<file path="src/rtl/snd_cmd_mailbox_if.sv">
// Bus between the main-CPU command path, the sound-CPU strobes and the mailbox.
// The master drives strobes and data; the mailbox (slave) returns head, status and INT.
interface snd_cmd_mailbox_if;
   logic       cmd_wr;
   logic [7:0] cmd_data;
   logic       snd_rd;
   logic       busy_clr;
   logic       fm_irq;
   logic       cmd_ack;
   logic       fm_ack;
   logic [7:0] cmd_dout;
   logic [7:0] status;
   logic       snd_busy;
   logic       cmd_full;
   logic       int_n;

   modport master (
      output cmd_wr, cmd_data, snd_rd, busy_clr, fm_irq, cmd_ack, fm_ack,
      input  cmd_dout, status, snd_busy, cmd_full, int_n
   );

   modport slave (
      input  cmd_wr, cmd_data, snd_rd, busy_clr, fm_irq, cmd_ack, fm_ack,
      output cmd_dout, status, snd_busy, cmd_full, int_n
   );
endinterface

</file>
<file path="src/rtl/snd_cmd_mailbox.sv">
// Sound-command FIFO mailbox with BUSY flag and a merged command/FM interrupt.
// Every output is a register or a decode of registers.
module snd_cmd_mailbox #(
   parameter int DEPTH = 4,
   parameter int AW    = 2
) (
   input logic           clk,
   input logic           RESETn,
   snd_cmd_mailbox_if.slave mb
);

   localparam logic [AW:0] FULL_CNT = (AW+1)'(DEPTH);

   logic [7:0]    mem_q [DEPTH];
   logic [AW:0]   count_q, count_d;
   logic [AW-1:0] rd_ptr_q, rd_ptr_d;
   logic [AW-1:0] wr_ptr_q, wr_ptr_d;
   logic [7:0]    dout_q, dout_d;
   logic          busy_q, busy_d;
   logic          ovf_q, ovf_d;
   logic          cmd_pend_q, cmd_pend_d;
   logic          fm_pend_q, fm_pend_d;
   logic          fm_irq_q;
   logic          int_n_q, int_n_d;

   logic          pop, wr_acc, wr_drop, fm_rise;
   logic [4:0]    cnt_ext;
   logic [2:0]    cnt_sat;

   always_comb begin
      pop     = mb.snd_rd && (count_q != '0);
      // A pop frees a slot in the same cycle, so a full FIFO can still take a write.
      wr_acc  = mb.cmd_wr && ((count_q != FULL_CNT) || pop);
      wr_drop = mb.cmd_wr && !wr_acc;
      fm_rise = mb.fm_irq && !fm_irq_q;

      rd_ptr_d = pop    ? rd_ptr_q + AW'(1) : rd_ptr_q;
      wr_ptr_d = wr_acc ? wr_ptr_q + AW'(1) : wr_ptr_q;

      count_d = count_q;
      if (wr_acc && !pop)      count_d = count_q + (AW+1)'(1);
      else if (!wr_acc && pop) count_d = count_q - (AW+1)'(1);

      // The incoming byte becomes the head when it lands where rd_ptr will point.
      dout_d = 8'hFF;
      if (count_d != '0) begin
         if (wr_acc && (wr_ptr_q == rd_ptr_d)) dout_d = mb.cmd_data;
         else                                  dout_d = mem_q[rd_ptr_d];
      end

      // Set beats clear on every flag below.
      busy_d     = wr_acc  ? 1'b1 : (mb.busy_clr ? 1'b0 : busy_q);
      ovf_d      = wr_drop ? 1'b1 : (mb.busy_clr ? 1'b0 : ovf_q);
      cmd_pend_d = wr_acc  ? 1'b1 : (mb.cmd_ack  ? 1'b0 : cmd_pend_q);
      fm_pend_d  = fm_rise ? 1'b1 : (mb.fm_ack   ? 1'b0 : fm_pend_q);
      int_n_d    = ~(cmd_pend_d | fm_pend_d);
   end

   // NOTE: non-blocking assignments keep every register sampling pre-edge values.
   always_ff @(posedge clk) begin
      if (!RESETn) begin
         count_q    <= '0;
         rd_ptr_q   <= '0;
         wr_ptr_q   <= '0;
         dout_q     <= 8'hFF;
         busy_q     <= 1'b0;
         ovf_q      <= 1'b0;
         cmd_pend_q <= 1'b0;
         fm_pend_q  <= 1'b0;
         fm_irq_q   <= 1'b0;
         int_n_q    <= 1'b1;
      end else begin
         count_q    <= count_d;
         rd_ptr_q   <= rd_ptr_d;
         wr_ptr_q   <= wr_ptr_d;
         dout_q     <= dout_d;
         busy_q     <= busy_d;
         ovf_q      <= ovf_d;
         cmd_pend_q <= cmd_pend_d;
         fm_pend_q  <= fm_pend_d;
         fm_irq_q   <= mb.fm_irq;
         int_n_q    <= int_n_d;
      end
   end

   // NOTE: storage has no reset; resetting the pointers and count discards its contents.
   always_ff @(posedge clk) begin
      if (wr_acc) mem_q[wr_ptr_q] <= mb.cmd_data;
   end

   always_comb begin
      cnt_ext = 5'(count_q);
      cnt_sat = (cnt_ext > 5'd7) ? 3'd7 : cnt_ext[2:0];
   end

   assign mb.cmd_dout = dout_q;
   assign mb.status   = {ovf_q, 2'b00, cnt_sat, fm_pend_q, cmd_pend_q};
   assign mb.snd_busy = busy_q;
   assign mb.cmd_full = (count_q == FULL_CNT);
   assign mb.int_n    = int_n_q;

endmodule
</file>
<file path="src/flat_wrapper.sv">
// flat-port wrapper written by rule: the top's interface ports become plain ports
module snd_cmd_mailbox_flat 
#(
   parameter int DEPTH = 4,
   parameter int AW    = 2
)
  (clk, RESETn, mb_cmd_wr, mb_cmd_data, mb_snd_rd, mb_busy_clr, mb_fm_irq, mb_cmd_ack, mb_fm_ack, mb_cmd_dout, mb_status, mb_snd_busy, mb_cmd_full, mb_int_n);
  snd_cmd_mailbox_if mb_i ();
  input logic clk;
  input logic RESETn;
  input wire logic [$bits(mb_i.cmd_wr)-1:0] mb_cmd_wr;
  input wire logic [$bits(mb_i.cmd_data)-1:0] mb_cmd_data;
  input wire logic [$bits(mb_i.snd_rd)-1:0] mb_snd_rd;
  input wire logic [$bits(mb_i.busy_clr)-1:0] mb_busy_clr;
  input wire logic [$bits(mb_i.fm_irq)-1:0] mb_fm_irq;
  input wire logic [$bits(mb_i.cmd_ack)-1:0] mb_cmd_ack;
  input wire logic [$bits(mb_i.fm_ack)-1:0] mb_fm_ack;
  output wire logic [$bits(mb_i.cmd_dout)-1:0] mb_cmd_dout;
  output wire logic [$bits(mb_i.status)-1:0] mb_status;
  output wire logic [$bits(mb_i.snd_busy)-1:0] mb_snd_busy;
  output wire logic [$bits(mb_i.cmd_full)-1:0] mb_cmd_full;
  output wire logic [$bits(mb_i.int_n)-1:0] mb_int_n;
  assign mb_i.cmd_wr = mb_cmd_wr;
  assign mb_i.cmd_data = mb_cmd_data;
  assign mb_i.snd_rd = mb_snd_rd;
  assign mb_i.busy_clr = mb_busy_clr;
  assign mb_i.fm_irq = mb_fm_irq;
  assign mb_i.cmd_ack = mb_cmd_ack;
  assign mb_i.fm_ack = mb_fm_ack;
  assign mb_cmd_dout = mb_i.cmd_dout;
  assign mb_status = mb_i.status;
  assign mb_snd_busy = mb_i.snd_busy;
  assign mb_cmd_full = mb_i.cmd_full;
  assign mb_int_n = mb_i.int_n;
  snd_cmd_mailbox #(.DEPTH(DEPTH), .AW(AW)) u_core (.clk(clk), .RESETn(RESETn), .mb(mb_i));
endmodule
</file>
<file path="config.mk">
export PLATFORM = sky130hd
export DESIGN_NAME = snd_cmd_mailbox_flat
export DESIGN_NICKNAME = d
export VERILOG_FILES = /design/src/rtl/snd_cmd_mailbox_if.sv /design/src/rtl/snd_cmd_mailbox.sv /design/src/flat_wrapper.sv
export SDC_FILE = /design/constraint.sdc
export NUM_CORES = 1
export LEC_CHECK = 0
export BUFFER_PORTS_ARGS = -buffer_cell sky130_fd_sc_hd__buf_2
export CAP_MARGIN = 20
export CORE_MARGIN = 5
export CORE_UTILIZATION = 43
export CTS_BUF_LIST = sky130_fd_sc_hd__clkbuf_4 sky130_fd_sc_hd__clkbuf_8 sky130_fd_sc_hd__clkbuf_16
export DETAILED_ROUTE_END_ITERATION = 16
export MAX_ROUTING_LAYER = met4
export PLACE_DENSITY = 0.61
export RECOVER_POWER = 25
export SYNTH_ARGS = -nofsm -noshare
export SYNTH_HDL_FRONTEND = slang
export SYNTH_SLANG_ARGS = --single-unit
</file>
<file path="constraint.sdc">
create_clock -name clk -period 4.55 [get_ports clk]
set_input_delay 0.2275 -clock clk [delete_from_list [all_inputs] [get_ports clk]]
set_output_delay 0.2275 -clock clk [all_outputs]
set_load 0.02 [all_outputs]
</file>
### Yosys cells after proc, flatten, opt, wreduce, memory -nomap -nowiden

Memory sizes are Yosys's and may differ from the RTL's. A register that Yosys moved wholly into a read port is not among the register bits.
Index checks and enable logic that the tools add are counted.

* flip-flop bits (word level): 13
* bits in writable memories: 32
* bits of input ports: 16
* output and inout port bits: 19
* logic and storage cells: 46
* memories: 1

* add/sub/neg operators: 4
* equal/unequal tests: 2
* multiplexer cells: 12
* bitwise gates (word level): 2
* reductions and logical operators: 16

Memory list
* u_core.mem_q: words 4, bits a word 8, rd ports 1, clocked after Yosys merged registers in 1, write ports 1, line snd_cmd_mailbox.sv:14 `logic [7:0] mem_q [DEPTH];`

Operators by type and width (number)
* $mux 1: 9
* $logic_and 1x1->1: 6
* $mux 3: 2
* $reduce_bool 3->1: 2
* $add 2x1->2 const B: 2
* $logic_not 1->1: 4
* $reduce_bool 2->1: 2
* $add 3x1->3 const B: 1
* $eq 3x3->1 const B: 1
* $ne 3x3->1 const B: 1
* $sub 3x1->3 const B: 1
* $mux 2: 1
* $reduce_and 2->1: 1
* $logic_or 1x1->1: 1
* $not 1->1: 1
* $or 1x1->1: 1

### Logic depth before layout (Yosys ltp)

* depth after elaboration: 11
* gate-level depth with buffers: 10
* gate-level depth less buffers: 8

### Least setup slack after synthesis

Ideal clock, no wire load.

* path kind: flip-flop to flip-flop
* start: register u_core.count_q[0] (netlist: u_core.cnt_sat[0])
* end: register u_core.dout_q[0] (netlist: u_core.mb.cmd_dout[0]), read port of u_core.mem_q
* setup time: 122 ps
* arrival time: 2132 ps
* required time: 4428 ps
* slack: 2296 ps
* stages on the path, launching flop included: 10
* buffers on the path: 1
* clock period less this slack: 2254 ps
* cell sequence: dfxtp_1 inv_1 ha_1 nor2b_4 nand2b_4 buf_6 mux4_2 mux2_2 mux2i_1 nand2_1

* longest elaborated chain between the ends: 11
* elaborated cells on any way between the ends: 17
* those cells by class: add/sub (2); eq/ne (1); mux (3); reduce/logical (11)

RTL lines
* start, declared: line snd_cmd_mailbox.sv:15 `logic [AW:0] count_q, count_d;`
* start signal, assigned: line snd_cmd_mailbox.sv:73 `count_q <= count_d;`
* $reduce_bool 3->1: line snd_cmd_mailbox.sv:31 `pop = mb.snd_rd && (count_q != '0);`
* $logic_and 1x1->1: line snd_cmd_mailbox.sv:31
* $logic_or 1x1->1: line snd_cmd_mailbox.sv:33 `wr_acc = mb.cmd_wr && ((count_q != FULL_CNT) || pop);`
* $logic_and 1x1->1: line snd_cmd_mailbox.sv:33
* $logic_not 1->1: line snd_cmd_mailbox.sv:42 `else if (!wr_acc && pop) count_d = count_q - (AW+1)'(1);`
* $logic_and 1x1->1: line snd_cmd_mailbox.sv:42
* $mux 3: line snd_cmd_mailbox.sv:42
* $mux 3: line snd_cmd_mailbox.sv:41 `if (wr_acc && !pop) count_d = count_q + (AW+1)'(1);`
* $reduce_bool 3->1: line snd_cmd_mailbox.sv:46 `if (count_d != '0) begin`
* $reduce_and 2->1 (no line)
* $logic_not 1->1 (no line)
* end, declared: line snd_cmd_mailbox.sv:18 `logic [7:0] dout_q, dout_d;`

Parallel ways exist; a longest one is shown, timed or not.
A chain may end at the register's enable or synchronous reset.

### Final worst setup path

* start: register u_core.count_q[1] (netlist: u_core.cnt_sat[1])
* end: register u_core.dout_q[5] (netlist: u_core.mb.cmd_dout[5]), read port of u_core.mem_q

Same word-level chain as after synthesis.

==> flow_metrics.py <==
metrics = {
    "place": {
        "io_buffers": 32,
        "gp_congestion": 0.780,
        "dp_hpwl_um": 3180,
        "post-place-cells": 285,
    },
    "logic_synthesis": {
        "synth_top_family_by_area": "multiplexers",
        "synth_flop_cell": "edfxtp_1",
        "synthCells": 189,
        "ys_ff_latch": 53,
        "yosysSeqAreaShare": 0.543,
        "yosys.area.top_type": "edfxtp_1",
        "synth-edff-count": 32,
        "yosysUniqueCellTypes": 40,
        "netlist.area_leader.share": 0.378,
        "postSynthAreaPerCell_um2": 13.5,
        "synth_mux_area_frac": 0.189,
        "yosysMostFrequentCell": "edfxtp_1",
        "ys_warn_count": 0,
        "async_flop_share": 0,
        "synthTopCellsByCount": "edfxtp_1, dfxtp_1, nand2_1, mux4_2",
        "netlist_area_um2": 2540,
        "synth-simple-area-share": 0.101,
        "synthTopCellsByArea": "edfxtp_1, dfxtp_1, mux4_2",
        "synth_compound_area_frac": 0.0654,
        "synth_fa_ha_area_frac": 0.0383,
        "synth_xor_area_frac": 0.0138,
    },
    "clocking": {
        "cts_hold_buf": 0,
        "insertion_delay_ns": 0.31,
        "clockBufferDepth": 2,
        "cts_resized": 0,
        "clk_pin_slew_worst_paths_ns": 0.09,
        "tritoncts": "done",
        "cts_root_buf": "clkbuf_8",
        "clkSinkCount": 53,
        "htreeDepth": 2,
        "cts_buffers": 5,
        "cts_setup_buffers": 0,
    },
    "timing": {
        "hold_viol_final": 0,
        "hold_slack_ns": 0.143,
        "period_needed_ns": 2.70,
        "tightest_slew_ns": 0.879,
        "fmax_mhz": 370,
        "finalSetupViolCount": 0,
        "max_slew_margin": 0.412,
        "fin_setup_tns_ns": 0,
        "skew_ns": 0.0119,
        "drv_slew": 0,
        "post-route-period-util": 0.594,
        "rsz0062_at_grt": "no",
    },
    "route": {
        "top_layer": "met4",
        "route.detailed.wl_per_inst_um": 16.2,
        "drc": 0,
        "routed_wirelength_um": 4750,
        "drt_iter0_markers": 93,
        "met3_length_um": 204,
        "dr.pass1.iters": 5,
        "via_count": 1546,
        "drt-met1-wl_um": 2070,
        "wl_met2_um": 2440,
        "viasPerCell": 5.28,
        "ant_nets": 0,
    },
    "floorplan": {
        "die_area_um2": 7560,
        "initial_core_util": 0.435,
        "die-width_um": 86.9,
        "ios": 35,
        "core_um2": 5850,
        "num_rows": 28,
        "die_y_um": 86.9,
    },
    "hold_path": {
        "hold_end": "u_core.fm_irq_q",
        "hp-start": "mb_fm_irq",
        "hold_path.class": "input pin to flip-flop",
        "hold_path_depth": 2,
    },
    "global_route": {
        "grt_use_total": 0.144,
        "grt_max_degree": 20,
        "grt_pass1_vias": 1580,
        "grt_overflow_total": 0,
        "grt_pass1_wl_um": 8060,
        "antenna_found_initial": 0,
    },
    "final_layout": {
        "nets": 240,
        "syn_to_final_growth_pct": 11.3,
        "layoutNonFillerInstCount": 293,
        "drive_gt1_frac": 0.252,
        "fin_util": 0.484,
        "diodes": 0,
    },
    "critical_path": {
        "reg2reg_slack_ns": 1.85,
        "cp-end-kind": "flip-flop",
        "crit_chain": "inv_1 -> ha_1 -> nor2b_4 -> nor2_1 -> nor3_1 -> o31a_1 -> a221o_1 -> nand3_1",
        "path_buf_inv": 1,
        "crit_path_max_incr_delay_ns": 0.68,
        "crit_slowest_cell": "nor2_1",
        "r2r_cells": 8,
        "cp_max_fo": 11,
        "crit_type": "flip-flop to flip-flop",
        "worst_setup_path_start_kind": "flip-flop",
        "cp.arrival_ns": 2.95,
        "cp_top_family": "simple AND/OR/NAND/NOR gates",
        "r2r-end": "u_core.mb.cmd_dout[5]",
        "regToRegStartpoint": "u_core.cnt_sat[1]",
        "cp_data_required_time_ns": 4.80,
    },
    "job": {
        "drv_cap": 0,
    },
    "power_and_ir_drop": {
        "ir_worst_vdd_uv": 235,
        "cellPowerDensity_nw_per_um2": 534,
        "leakagePower_nw": 1.05,
    },
    "run_status": {
        "status": "completed",
    },
}
-- metal layers --
metal  global-route usage  vias to the layer above
met4               0.0382                        0
met5                    -                        -
met1                0.183                      767
li1                     -                      744
met2                0.234                       30
met3               0.0331                        5
-- final cells by class --
class | instances | area, µm²
Tap cell | 75 | 93.8
Timing Repair Buffer | 33 | 159
Sequential cell | 53 | 1380
Multi-Input combinational cell | 114 | 1040
Clock inverter | 2 | 38.8
Inverter | 10 | 37.5
Clock buffer | 6 | 76.3
Fill cell | 533 | 3020
-- placed cells by master (no fill, tap or decap), types with 2 or more instances in the layout --
cell type | netlist | routed
clkbuf_8 | 0 | 5
and2_1 | 10 | 10
a21oi_1 | 2 | 2
nand2b_1 | 3 | 3
conb_1 | 1 | 2
dfxtp_1 | 21 | 21
mux4_1 | 2 | 2
ha_1 | 7 | 7
inv_1 | 10 | 10
o21ai_0 | 4 | 4
mux4_2 | 12 | 12
nand2_1 | 16 | 16
mux2i_1 | 8 | 8
buf_2 | 2 | 25
clkbuf_1 | 2 | 7
nor2_1 | 9 | 9
a21boi_0 | 4 | 4
edfxtp_1 | 32 | 32
xnor2_1 | 4 | 4
a221o_1 | 4 | 4
nor3_1 | 2 | 2
nand3_1 | 3 | 3
mux2_2 | 7 | 7
-- how the worst max path moves through the flow --
stage	startpoint	to	slack, ns	cells after the start
final	u_core.cnt_sat[1]	u_core.mb.cmd_dout[5]	1.85	8
after global routing	u_core.cnt_sat[1]	u_core.mb.cmd_dout[5]	1.61	8
after CTS	u_core.cnt_sat[1]	u_core.mb.cmd_dout[5]	1.83	8
after detailed placement	u_core.cnt_sat[1]	u_core.mb.cmd_dout[5]	1.86	8
after global placement	u_core.cnt_sat[1]	u_core.mb.cmd_dout[5]	1.88	8
after floorplan	u_core.cnt_sat[0]	u_core.mb.cmd_dout[0]	2.30	9
-- where the power goes --
group / internal [mW] / total (mW) / switching (mW)
logic: 0.261 / 0.559 / 0.299
registers: 0.576 / 0.622 / 0.0462
clock network: 0.172 / 0.331 / 0.159
total: 1.01 / 1.51 / 0.503
-- logic make-up (layout without fill, tap and decap cells) --
family          after synthesis  count (layout)
flops                        53              53
simple gates                 49              49
mux                          29              29
buf+inv                      23              51
compound gates               22              22
fa+ha+maj                     8               8
xor+xnor                      4               4
other cells                   1               2
-- flip-flops by register name (all words and copies together), names as in the netlist --
name / flops
u_core.mb.cmd_dout: 8
u_core.wr_ptr_q: 2
u_core.mb.int_n: 1
u_core.mb.snd_busy: 1
u_core.fm_irq_q: 1
u_core.cmd_pend_q: 1
u_core.fm_pend_q: 1
u_core.cnt_sat: 3
u_core.rd_ptr_q: 2
u_core.mem_q: 32
u_core.ovf_q: 1
-- stage by stage --
step	total power [mW]	worst slack, ns	cell area [µm²]
2_1_floorplan	1.08	2.30	2550
3_3_place_gp	1.20	1.88	2730
3_5_place_dp	1.20	1.86	2730
4_1_cts	1.53	1.83	2840
5_1_grt	1.62	1.61	2830
6_report	1.51	1.85	2830
No activity file was read; power rests on OpenSTA's default activity.
